[src/rtl/param_counter.sv]
// Parametrised up/down counter with prescaler, load, wrap modes and status flags.
// Optional capture register enabled by defining PARAM_COUNTER_CAPTURE_EN.
module param_counter #(
    parameter int WIDTH      = 8,
    parameter int PRESCALE_W = 4
) (
    input  logic                  clk,
    input  logic                  rst,
    input  logic                  en,
    input  logic                  up,
    input  logic [1:0]            mode,
    input  logic [WIDTH-1:0]      limit,
    input  logic [PRESCALE_W-1:0] presc,
    input  logic                  load,
    input  logic [WIDTH-1:0]      load_val,
    input  logic                  clr_flags,
`ifdef PARAM_COUNTER_CAPTURE_EN
    input  logic                  cap,
    output logic [WIDTH-1:0]      cap_val,
`endif
    output logic [WIDTH-1:0]      count,
    output logic                  tc,
    output logic                  wrapped,
    output logic                  done
);

    localparam logic [1:0] MODE_FREE = 2'd0;
    localparam logic [1:0] MODE_MOD  = 2'd1;
    localparam logic [1:0] MODE_ONE  = 2'd2;
    localparam logic [1:0] MODE_HOLD = 2'd3;

    logic [PRESCALE_W-1:0] p;
    logic [PRESCALE_W-1:0] p_nxt;
    logic [WIDTH-1:0]      count_nxt;
    logic                  active;
    logic                  fire;
    logic                  term;
    logic                  step_ok;
    logic                  tc_nxt;
    logic                  done_nxt;

    always_comb begin
        active = en && (mode != MODE_HOLD);
        fire   = active && (p == presc);
        p_nxt  = p;
        if (active) begin
            p_nxt = fire ? '0 : p + 1'b1;
        end
    end

    always_comb begin
        unique case (mode)
            MODE_FREE: term = up ? (count == '1) : (count == '0);
            MODE_MOD,
            MODE_ONE:  term = up ? (count >= limit) : (count == '0);
            default:   term = 1'b0;
        endcase
    end

    // A finished one-shot swallows steps until reloaded.
    assign step_ok = fire && !((mode == MODE_ONE) && done);

    always_comb begin
        count_nxt = count;
        tc_nxt    = 1'b0;
        done_nxt  = done;
        if (step_ok) begin
            if (term) begin
                tc_nxt = 1'b1;
                unique case (mode)
                    MODE_FREE: count_nxt = up ? '0 : '1;
                    MODE_MOD:  count_nxt = up ? '0 : limit;
                    MODE_ONE:  done_nxt  = 1'b1;
                    default:   count_nxt = count;
                endcase
            end else begin
                count_nxt = up ? count + 1'b1 : count - 1'b1;
            end
        end
    end

    always_ff @(posedge clk) begin
        if (rst) begin
            count   <= '0;
            p       <= '0;
            tc      <= 1'b0;
            wrapped <= 1'b0;
            done    <= 1'b0;
        end else if (load) begin
            count <= load_val;
            p     <= '0;
            tc    <= 1'b0;
            done  <= 1'b0;
            if (clr_flags) begin
                wrapped <= 1'b0;
            end
        end else begin
            count <= count_nxt;
            p     <= p_nxt;
            tc    <= tc_nxt;
            done  <= done_nxt;
            if (tc_nxt) begin
                wrapped <= 1'b1;
            end else if (clr_flags) begin
                wrapped <= 1'b0;
            end
        end
    end

`ifdef PARAM_COUNTER_CAPTURE_EN
    always_ff @(posedge clk) begin
        if (rst) begin
            cap_val <= '0;
        end else if (cap) begin
            cap_val <= count;
        end
    end
`endif

endmodule

[config.mk]
export PLATFORM = sky130hd
export DESIGN_NAME = param_counter
export DESIGN_NICKNAME = d
export VERILOG_FILES = /design/src/rtl/param_counter.sv
export SDC_FILE = /design/constraint.sdc
export NUM_CORES = 1
export LEC_CHECK = 0
export ABC_AREA = 1
export BUFFER_PORTS_ARGS = -buffer_cell sky130_fd_sc_hd__buf_2
export CAP_MARGIN = 20
export CORE_ASPECT_RATIO = 0.8
export CORE_MARGIN = 1.5
export CORE_UTILIZATION = 48
export CTS_CLUSTER_DIAMETER = 60
export DETAILED_ROUTE_END_ITERATION = 8
export MAX_ROUTING_LAYER = met4
export PLACE_DENSITY_LB_ADDON = 0.25
export SYNTH_ARGS = -nofsm -noshare
export SYNTH_HDL_FRONTEND = slang
export SYNTH_SLANG_ARGS = --single-unit
[constraint.sdc]
create_clock -name clk -period 2 [get_ports clk]
set_input_delay 0.3 -clock clk [delete_from_list [all_inputs] [get_ports clk]]
set_output_delay 0.3 -clock clk [all_outputs]
set_load 0.05 [all_outputs]
After elaboration in Yosys (flattened, before gate mapping)
Cells that the tools add are included.

Eq/ne operators: 6. Reductions and logical operators: 12. Magnitude comparators: 1. $add $sub $neg: 3. Mux-type cells: 16.

Operator list (number): 8-bit two-way mux (6); 8-bit case mux with 2 select lines (1); 8-bit by 1-bit adder with 8-bit output, second input constant (1); 8-bit == test, second input constant (1); 8-bit greater-or-equal comparator (1); 8-bit zero test (1); 8-bit by 1-bit subtractor with 8-bit output, second input constant (1); 1-bit two-way mux (7); 4-bit by 1-bit adder with 4-bit output, second input constant (1); 4-bit == test (1); 1-bit logical AND (4); 4-bit two-way mux (1); 4-bit by 2-bit != test with 1-bit output, second input constant (1); 2-bit OR reduction (2); 3-bit AND reduction (1); 2-bit by 1-bit == test with 1-bit output, second input constant (1); 2-bit == test, second input constant (1); 2-bit zero test (1); 2-bit != test, second input constant (1); 1-bit case mux with 2 select lines (1); 2-bit AND reduction (1); 2-bit nonzero test (1); 1-bit zero test (1).

Bits in registers: 15. Output and inout port bits: 11.

Logic depth before layout (Yosys ltp)
Gate-level depths: netlist (run 1).

Word-level depth: 7. Gate-level depth with buffers: 20. Depth with buffers taken out: 19.

Worst setup path before layout (run 1)
Ideal clock, no wire load.

Path type: reg2reg. From: register count[7]. To: register count[3]. Buffers on the path: 1. Cell stages (with the launch flop): 16. Clock period less this slack: 2.142 ns. Data arrival time: 2.031 ns. Library setup time: 0.112 ns. Path slack: -0.142 ns. Cells stage by stage: dfxtp_1 ha_1 a21o_1 nor2_1 nand3_1 nand2_1 nand2_1 nand2_2 nand2_4 nand2_2 buf_6 nand2_1 nand2_1 nor2_1 nor2_1 nor2_1.

Cells in the longest elaborated chain, start to end: 6.

Ends and longest elaborated chain: start: declaration (RTL line 21) `output logic [WIDTH-1:0] count,`; start signal: assignment (RTL line 90) `count <= load_val;`; start signal: assignment (RTL line 98) `count <= count_nxt;`; 8-bit greater-or-equal comparator (tied with other cells) (RTL line 55) `MODE_ONE: term = up ? (count >= limit) : (count == '0);`; 1-bit two-way mux, on equally long branches (RTL line 55, 53); 1-bit case mux with 2 select lines (*) (RTL line 52) `unique case (mode)`; 8-bit two-way mux (RTL line 68) `if (term) begin`; 8-bit two-way mux (RTL line 67) `if (step_ok) begin`; 8-bit two-way mux (RTL line 89) `end else if (load) begin`.

Mark *: on every way between the ends. The rest lies on a longest branch, timed or not. The select of a mux whose other input is x is not followed. A chain may end at the register's enable or synchronous reset.

Worst setup path after layout (run 1)
From: register count[4]. To: register count[7].

Cells in the longest elaborated chain, start to end: 6.

Ends and longest elaborated chain (RTL line): 8-bit greater-or-equal comparator (tied with other cells) (55); 1-bit two-way mux, on equally long branches (55, 53); 1-bit case mux with 2 select lines (52); 8-bit two-way mux (68); 8-bit two-way mux (67); 8-bit two-way mux (89).

Several ways; a longest one is shown, not always the timed one. The select of a mux whose other input is x is not followed.

==> results of run 1 <==
-- power by group through the flow --
stage               logic (mW)  clock network, mW  registers (mW)
CTS                      0.482              0.260           0.347
finish                   0.610              0.260           0.347
floorplan                0.283                  0           0.404
global placement         0.474                  0           0.354
detailed placement       0.479                  0           0.353
global route             0.668              0.273           0.348
-- placed cells by master (no fill, tap or decap), types with 4 or more instances in the layout --
cell and count:
nand2_1 52, buf_2 38, nor2_1 34, inv_1 30
nand3_1 23, buf_4 18, a21oi_1 12, ha_1 10
nand2_2 7, dfxtp_4 7, dfxtp_1 7, a21oi_2 6
ha_4 6, o21ai_0 5, inv_2 4, xor2_1 4
nand4_1 4, xnor2_1 4
-- what timing repair did --
action                     4_1_cts  5_1_grt
resized for setup                0       49
setup endpoints to repair        0        9
setup buffers                    0        7
-- final cells by class --
class | instances | share of cell area
Multi-Input combinational cell | 196 | 0.588
Timing Repair Buffer | 59 | 0.164
Sequential cell | 15 | 0.146
Inverter | 35 | 0.0587
Tap cell | 40 | 0.0223
Clock buffer | 3 | 0.0184
Clock inverter | 1 | 0.00223
-- stage by stage --
step | TNS [ns] | utilization | cells | cell area [µm²]
final | 0 | 0.721 | 349 | 2240
after global routing | -0.383 | 0.721 | 349 | 2240
after CTS | 0 | 0.627 | 342 | 1950
after detailed placement | -0.0617 | 0.612 | 338 | 1900
after global placement | 0 | 0.612 | 338 | 1900
after floorplan | 0 | - | 251 | 1590
-- state kept, by name, summed over array words and instances (netlist names) --
register / count
tc: 1
done: 1
p: 4
wrapped: 1
count: 8
-- kinds of logic (layout without fill, tap and decap cells) --
group                      after synthesis  in the layout  share of synthesized area
DFF                                     15             15                      0.190
AOI/OAI and AO/OA                       30             30                      0.116
and+or+nand+nor                        138            138                      0.382
buffers and inverters                   40             98                      0.104
adders and majority gates               20             20                      0.163
xor gates and xnor gates                 8              8                     0.0443
-- critical path: cells and delay by family, from the launching register on --
family | cells | cell delay, ns
AO/OA/AOI/OAI | 3 | 0.43
adder cells (fa/ha/maj) | 1 | 0.39
flip-flops | 1 | 0.36
AND/OR/NAND/NOR | 3 | 0.28
XOR/XNOR | 1 | 0.25
buffers and inverters | 1 | 0.15
-- how the worst max path moves through the flow --
| stage | start | endpoint | slack, ns | cells after the start |
|---|---|---|---|---|
| finish | count[4]$_SDFFE_PP0P_ | count[7]$_SDFFE_PP0P_ | 0.06 | 9 |
| CTS | count[7]$_SDFFE_PP0P_ | count[7]$_SDFFE_PP0P_ | 0.03 | 14 |
| floorplan | up | count[6]$_SDFFE_PP0P_ | 0.07 | 14 |
| global route | count[3]$_SDFFE_PP0P_ | count[4]$_SDFFE_PP0P_ | -0.12 | 17 |
| detailed placement | up | count[5]$_SDFFE_PP0P_ | -0.03 | 13 |
| global placement | limit[7] | count[6]$_SDFFE_PP0P_ | 0.008 | 16 |
-- routing by layer --
layer,part of all wire,GRT usage
met5,0,-
met4,0.010,0.0204
met3,0.071,0.0576
met2,0.44,0.366
met1,0.48,0.363
==> results.md, run 1 <==
- Status: finished clean
- CP peak stage delay: between 0.3 and 0.4 ns
- VDD IR max: about 0.44 mV
- DR iter-0 viols: 119
- DRC: 0
- Netlist cell types: 31
- Largest net degree at the start of global routing: 15
- Initial antenna violation count: 0
- Layout Skew: around 0.0044 ns
- Worst-path clk slew: roughly 0.070 ns
- H-tree levels: 1
- Final #Nets: between 300 and 400
- CP Cell Sequence: buf_4 -> ha_1 -> a21oi_1 -> o211ai_1 -> xor2_1 -> a21oi_2 -> nor2_2 -> nor2_1 -> nor2_1
- Top-area cell type share of the netlist area: 0.190
- DRT antenna net count: 0
- Final hold slack: 0.231 ns
- Most numerous cell in the Yosys netlist: nand2_1
- Most frequent CP cell: nor2_1
- Ys Warns: 0
- Hold Crit Depth: 2
- Pre-CTS WS: -0.0334 ns
- CTS root buffer: clkbuf_8
- Core area: 3110 µm²
- Post-synth top area cell: dfxtp_1
- Hold Startpoint: clr_flags
- Slew Limit Fails: 0
- Die area: 3650 µm²
- Number of global-route vias before repair: ~1400
- Post-Route WL: 4.74 mm
- Normalized max-slew margin: 0.779
- First-pass GRT wire length: 6.58 mm
- Leakage: about 1.1 nW
- Min Tclk post-route: 1.94 ns
- Worst R2R Path Depth: 9
- # IOs: 39
- Total inserted antenna cells: 0
- Dominant cells by area after synthesis: dfxtp_1 19%, ha_1 15%, nand2_1 13%
- Port buffer count: 38
- HPWL Detailed: 3.40 mm
- Async set-reset flop share out of synthesis: 0
- Worst Hold Class: in -> reg
- Cell internal pwr: 0.711 mW
- Area taken by multi-input logic gates: around 1300 µm²
- Avg WL per Cell: about 14 µm
- Clock Sink Count: 15
- Total track usage: 0.250
- Worst-path fanout max: 5
- CTS Buffer Depth: 2
- Hold_buf cts: 0
- Via count: around 1800
- Primary FF master, synth: dfxtp_1
- Power Dens Cells: 543 nW/µm²
- Synthesized netlist cell count: 251
- Psw: 0.506 mW
- Setup ws final: 0.0619 ns
- Area growth from synthesis to layout: 41.7%
- Cts bufs inserted: 3
- Mapped cell area: 1580 µm²
- Endpoint, Worst Hold: wrapped$_SDFF_PP0_
- Worst EP arrival: 2.13 ns
- Starting density of the core: 0.508
- Fillers: 262
- Comb pwr share: 0.501
- Kind of critical path: reg -> reg
- Final period utilization: 0.969
- Vias per Instance: approximately 5.2
- Switching Fraction: 0.415
- Post-synthesis register bit count: 15
- CTS tree: yes
- Sequential element share of the synthesized area: 0.190
- Max Cap Viol: 0
- Register Area: 328 µm²
- Achievable Freq: 0.516 GHz
- Crit end category: register
- Avg Cell Area, Syn: 6.30 µm²
- Number of flops mapped to enable cells by yosys: 0
- Clock power frac: 0.214
- Endpoints failing hold: 0
- Post-Syn Nets: 299
- Reg2reg start: count[4]$_SDFFE_PP0P_
- Total Power: 1.22 mW
- Worst R2R End: count[7]$_SDFFE_PP0P_
- Layout cells sized above 1: 0.369
- Worst-Skew Late Latency: between 0.2 and 0.3 ns
- Drt pass-1 iters: 4
- GP Congestion: 0.899
- Most instantiated cells after synthesis: 56 x nand2_1, 39 x nor2_1, 32 x inv_1
- Worst setup SP type: register
- Sequential fraction of design power: 0.285
- Crit-path slowest cell: ha_1
- Final setup viols: 0
- Row count: 18
- Slew at the pin with the worst max-slew slack: 0.330 ns
- Die H: 54.3 µm
- CP required: 2.19 ns
- Chip Width: 67.2 µm
- Setup slack, reg-to-reg: around 0.062 ns
- RSZ-0062 raised after global routing: true
- Grt ovf: 0
(Power assumes the default switching activity.)
==> run 2, diff against run 1 <==
--- a/config.mk
+++ b/config.mk
@@ -15,6 +15,7 @@
 export DETAILED_ROUTE_END_ITERATION = 8
 export MAX_ROUTING_LAYER = met4
 export PLACE_DENSITY_LB_ADDON = 0.25
+export SLEW_MARGIN = 20
 export SYNTH_ARGS = -nofsm -noshare
 export SYNTH_HDL_FRONTEND = slang
 export SYNTH_SLANG_ARGS = --single-unit
==> constraint.sdc (replaced) <==
create_clock -name clk -period 2 [get_ports clk]
set_input_delay 0.3 -clock clk [delete_from_list [all_inputs] [get_ports clk]]
set_output_delay 0.3 -clock clk [all_outputs]
set_load 0.1 [all_outputs]
==> results.md, run 2 (same netlist as run 1, synthesis figures left out) <==
- Hold_buf cts: 0
- Achievable Freq: just over 0.5 GHz
- Cts bufs inserted: 3
- Worst Hold Class: in -> reg
- VDD IR max: 0.393 mV
- DRC: 0
- Top Registers: count x8, p x4
- GP Congestion: 0.957
- Kind of critical path: reg -> reg
- CTS root buffer: clkbuf_8
- Area growth from synthesis to layout: 38.8%
- CTS tree: yes
- H-tree levels: 1
- Total inserted antenna cells: 0
- Fillers: 272
- Worst EP arrival: 2.11 ns
- Starting density of the core: 0.508
- Row count: 18
- Largest net degree at the start of global routing: 12
- Total track usage: 0.262
- Commonest non-fill, non-tap cell in the layout: nand2_1
- CTS Buffer Depth: 2
- CP startpoint: count[5]$_SDFFE_PP0P_
- Min Tclk post-route: 1.96 ns
- Avg WL per Cell: 13.8 µm
- Worst R2R End: count[2]$_SDFFE_PP0P_
- Worst-path fanout max: 7
- Max Cap Viol: 0
- DRT antenna net count: 0
- Worst R2R Path Depth: 14
- Crit-path slowest cell: dfxtp_4
- Layout cells sized above 1: 0.337
- Vias per Instance: 5.27
- Reg2reg start: count[5]$_SDFFE_PP0P_
- First-pass GRT wire length: 6.78 mm
- Crit end category: register
- Drt pass-1 iters: 4
- Port buffer count: 38
- Setup slack, reg-to-reg: slightly above 0.04 ns
- Slew Limit Fails: 0
- Leakage: approximately 1.1 nW
- Total Power: ~1.2 mW
- Initial antenna violation count: 0
- Worst setup path endpoint: count[2]$_SDFFE_PP0P_
- Most frequent cells in the layout: 52 x nand2_1, 38 x buf_2, 36 x nor2_1
- Layout Skew: 0.00401 ns
- Worst setup SP type: register
- Die H: 54.3 µm
- # IOs: 39
- Final #Nets: 358
- RSZ-0062 raised after global routing: true
- DR iter-0 viols: 147
- Power Dens Cells: 569 nW/µm²
- Worst-Skew Late Latency: 0.25 ns
- Post-Route WL: about 4.8 mm
- Max FFs per register: 8
- Number of global-route vias before repair: between 1500 and 2000
- CP required: 2.15 ns
- Reg with most FFs: count
- Grt ovf: 0
- CP peak stage delay: about 0.36 ns
- Die area: between 3000 and 4000 µm²
- Chip Width: 67.2 µm
- Slew at the pin with the worst max-slew slack: roughly 0.49 ns
- Status: finished clean
- Normalized max-slew margin: 0.676
- Worst-path clk slew: approximately 0.060 ns
- Core area: just over 3000 µm²
- Util after Layout: 0.706
- CP Cell Sequence: ha_4 -> nand2_2 -> nor2_2 -> nand4_1 -> nand3_1 -> nand2_1 -> nand2_1 -> nand2_2 -> nand2_4 -> nand3_2 -> nand2_4 -> nand3_2 -> nand2_1 -> nor2_1
- Final period utilization: 0.979
- HPWL Detailed: 3.49 mm
- Endpoints failing hold: 0
- Clock Sink Count: 15
- Most frequent CP cell: nand2_1
- Via count: 1838
- Final setup viols: 0
[run 2: cell types whose count changed in the layout (fill, tap and decap cells not counted), moves of 2 or more]
cell and delta:
a21oi_1 +3, a21oi_2 -3, ha_2 -3, ha_4 +2, inv_1 +2, inv_2 -2
nor2_1 +2, nor2_4 -2
[run 2: worst max-delay path, delay by kind of cell (launching register included)]
| family | cells | cell delay, ns |
|---|---|---|
| and+or+nand+nor | 13 | 1.22 |
| DFF | 1 | 0.36 |
| adders and majority gates | 1 | 0.28 |
[run 2: layout make-up]
cell class / instances / area, µm² / area share
timing repair buffer: 58 / 348 / 0.159
multi-input combinational: 197 / 1290 / 0.587
tap: 40 / 50.0 / 0.0228
sequential: 15 / 330 / 0.151
clock buffer: 3 / 41.3 / 0.0188
inverter: 35 / 131 / 0.0599
clock inverter: 1 / 5.00 / 0.00228
[run 2: routing by layer]
layer	wire [µm]	GRT usage	share of wire	up-vias
met4	85	0.0510	0.018	0
met1	2340	0.373	0.48	823
met2	2090	0.386	0.43	72
li1	-	-	-	935
met3	313	0.0494	0.065	8
met5	0	-	0	-
[run 2: worst min path at each step]
stage | from | endpoint | slack, ns | cells past startpoint
detailed placement | wrapped$_SDFF_PP0_ | wrapped$_SDFF_PP0_ | 0.46 | 2
global placement | wrapped$_SDFF_PP0_ | wrapped$_SDFF_PP0_ | 0.46 | 2
CTS | clr_flags | wrapped$_SDFF_PP0_ | 0.23 | 2
finish | clr_flags | wrapped$_SDFF_PP0_ | 0.23 | 2
global route | clr_flags | wrapped$_SDFF_PP0_ | 0.25 | 2
floorplan | clr_flags | wrapped$_SDFF_PP0_ | 0.41 | 1
[run 2: metrics by stage]
step	instances	instance area, µm²	TNS (ns)	hold slack (ns)	worst slack, ns
2_1_floorplan	251	1610	0	0.411	0.0559
3_3_place_gp	336	1910	-0.0343	0.458	-0.0343
6_report	349	2190	0	0.228	0.0413
5_1_grt	349	2190	-0.375	0.249	-0.0692
4_1_cts	340	1950	0	0.227	0.00532
3_5_place_dp	336	1910	-0.297	0.459	-0.0594
[run 2: timing repair]
| item | in CTS | in global routing |
|---|---|---|
| buffers inserted | 0 | 8 |
| setup endpoints to repair | 0 | 9 |
| resized for setup | 0 | 27 |
[run 2: power breakdown]
group	leakage, nW	internal (mW)	switching [mW]
sequential	0.128	0.318	0.0312
clock	0.0255	0.138	0.115
combinational	0.966	0.239	0.405
total	1.12	0.696	0.551
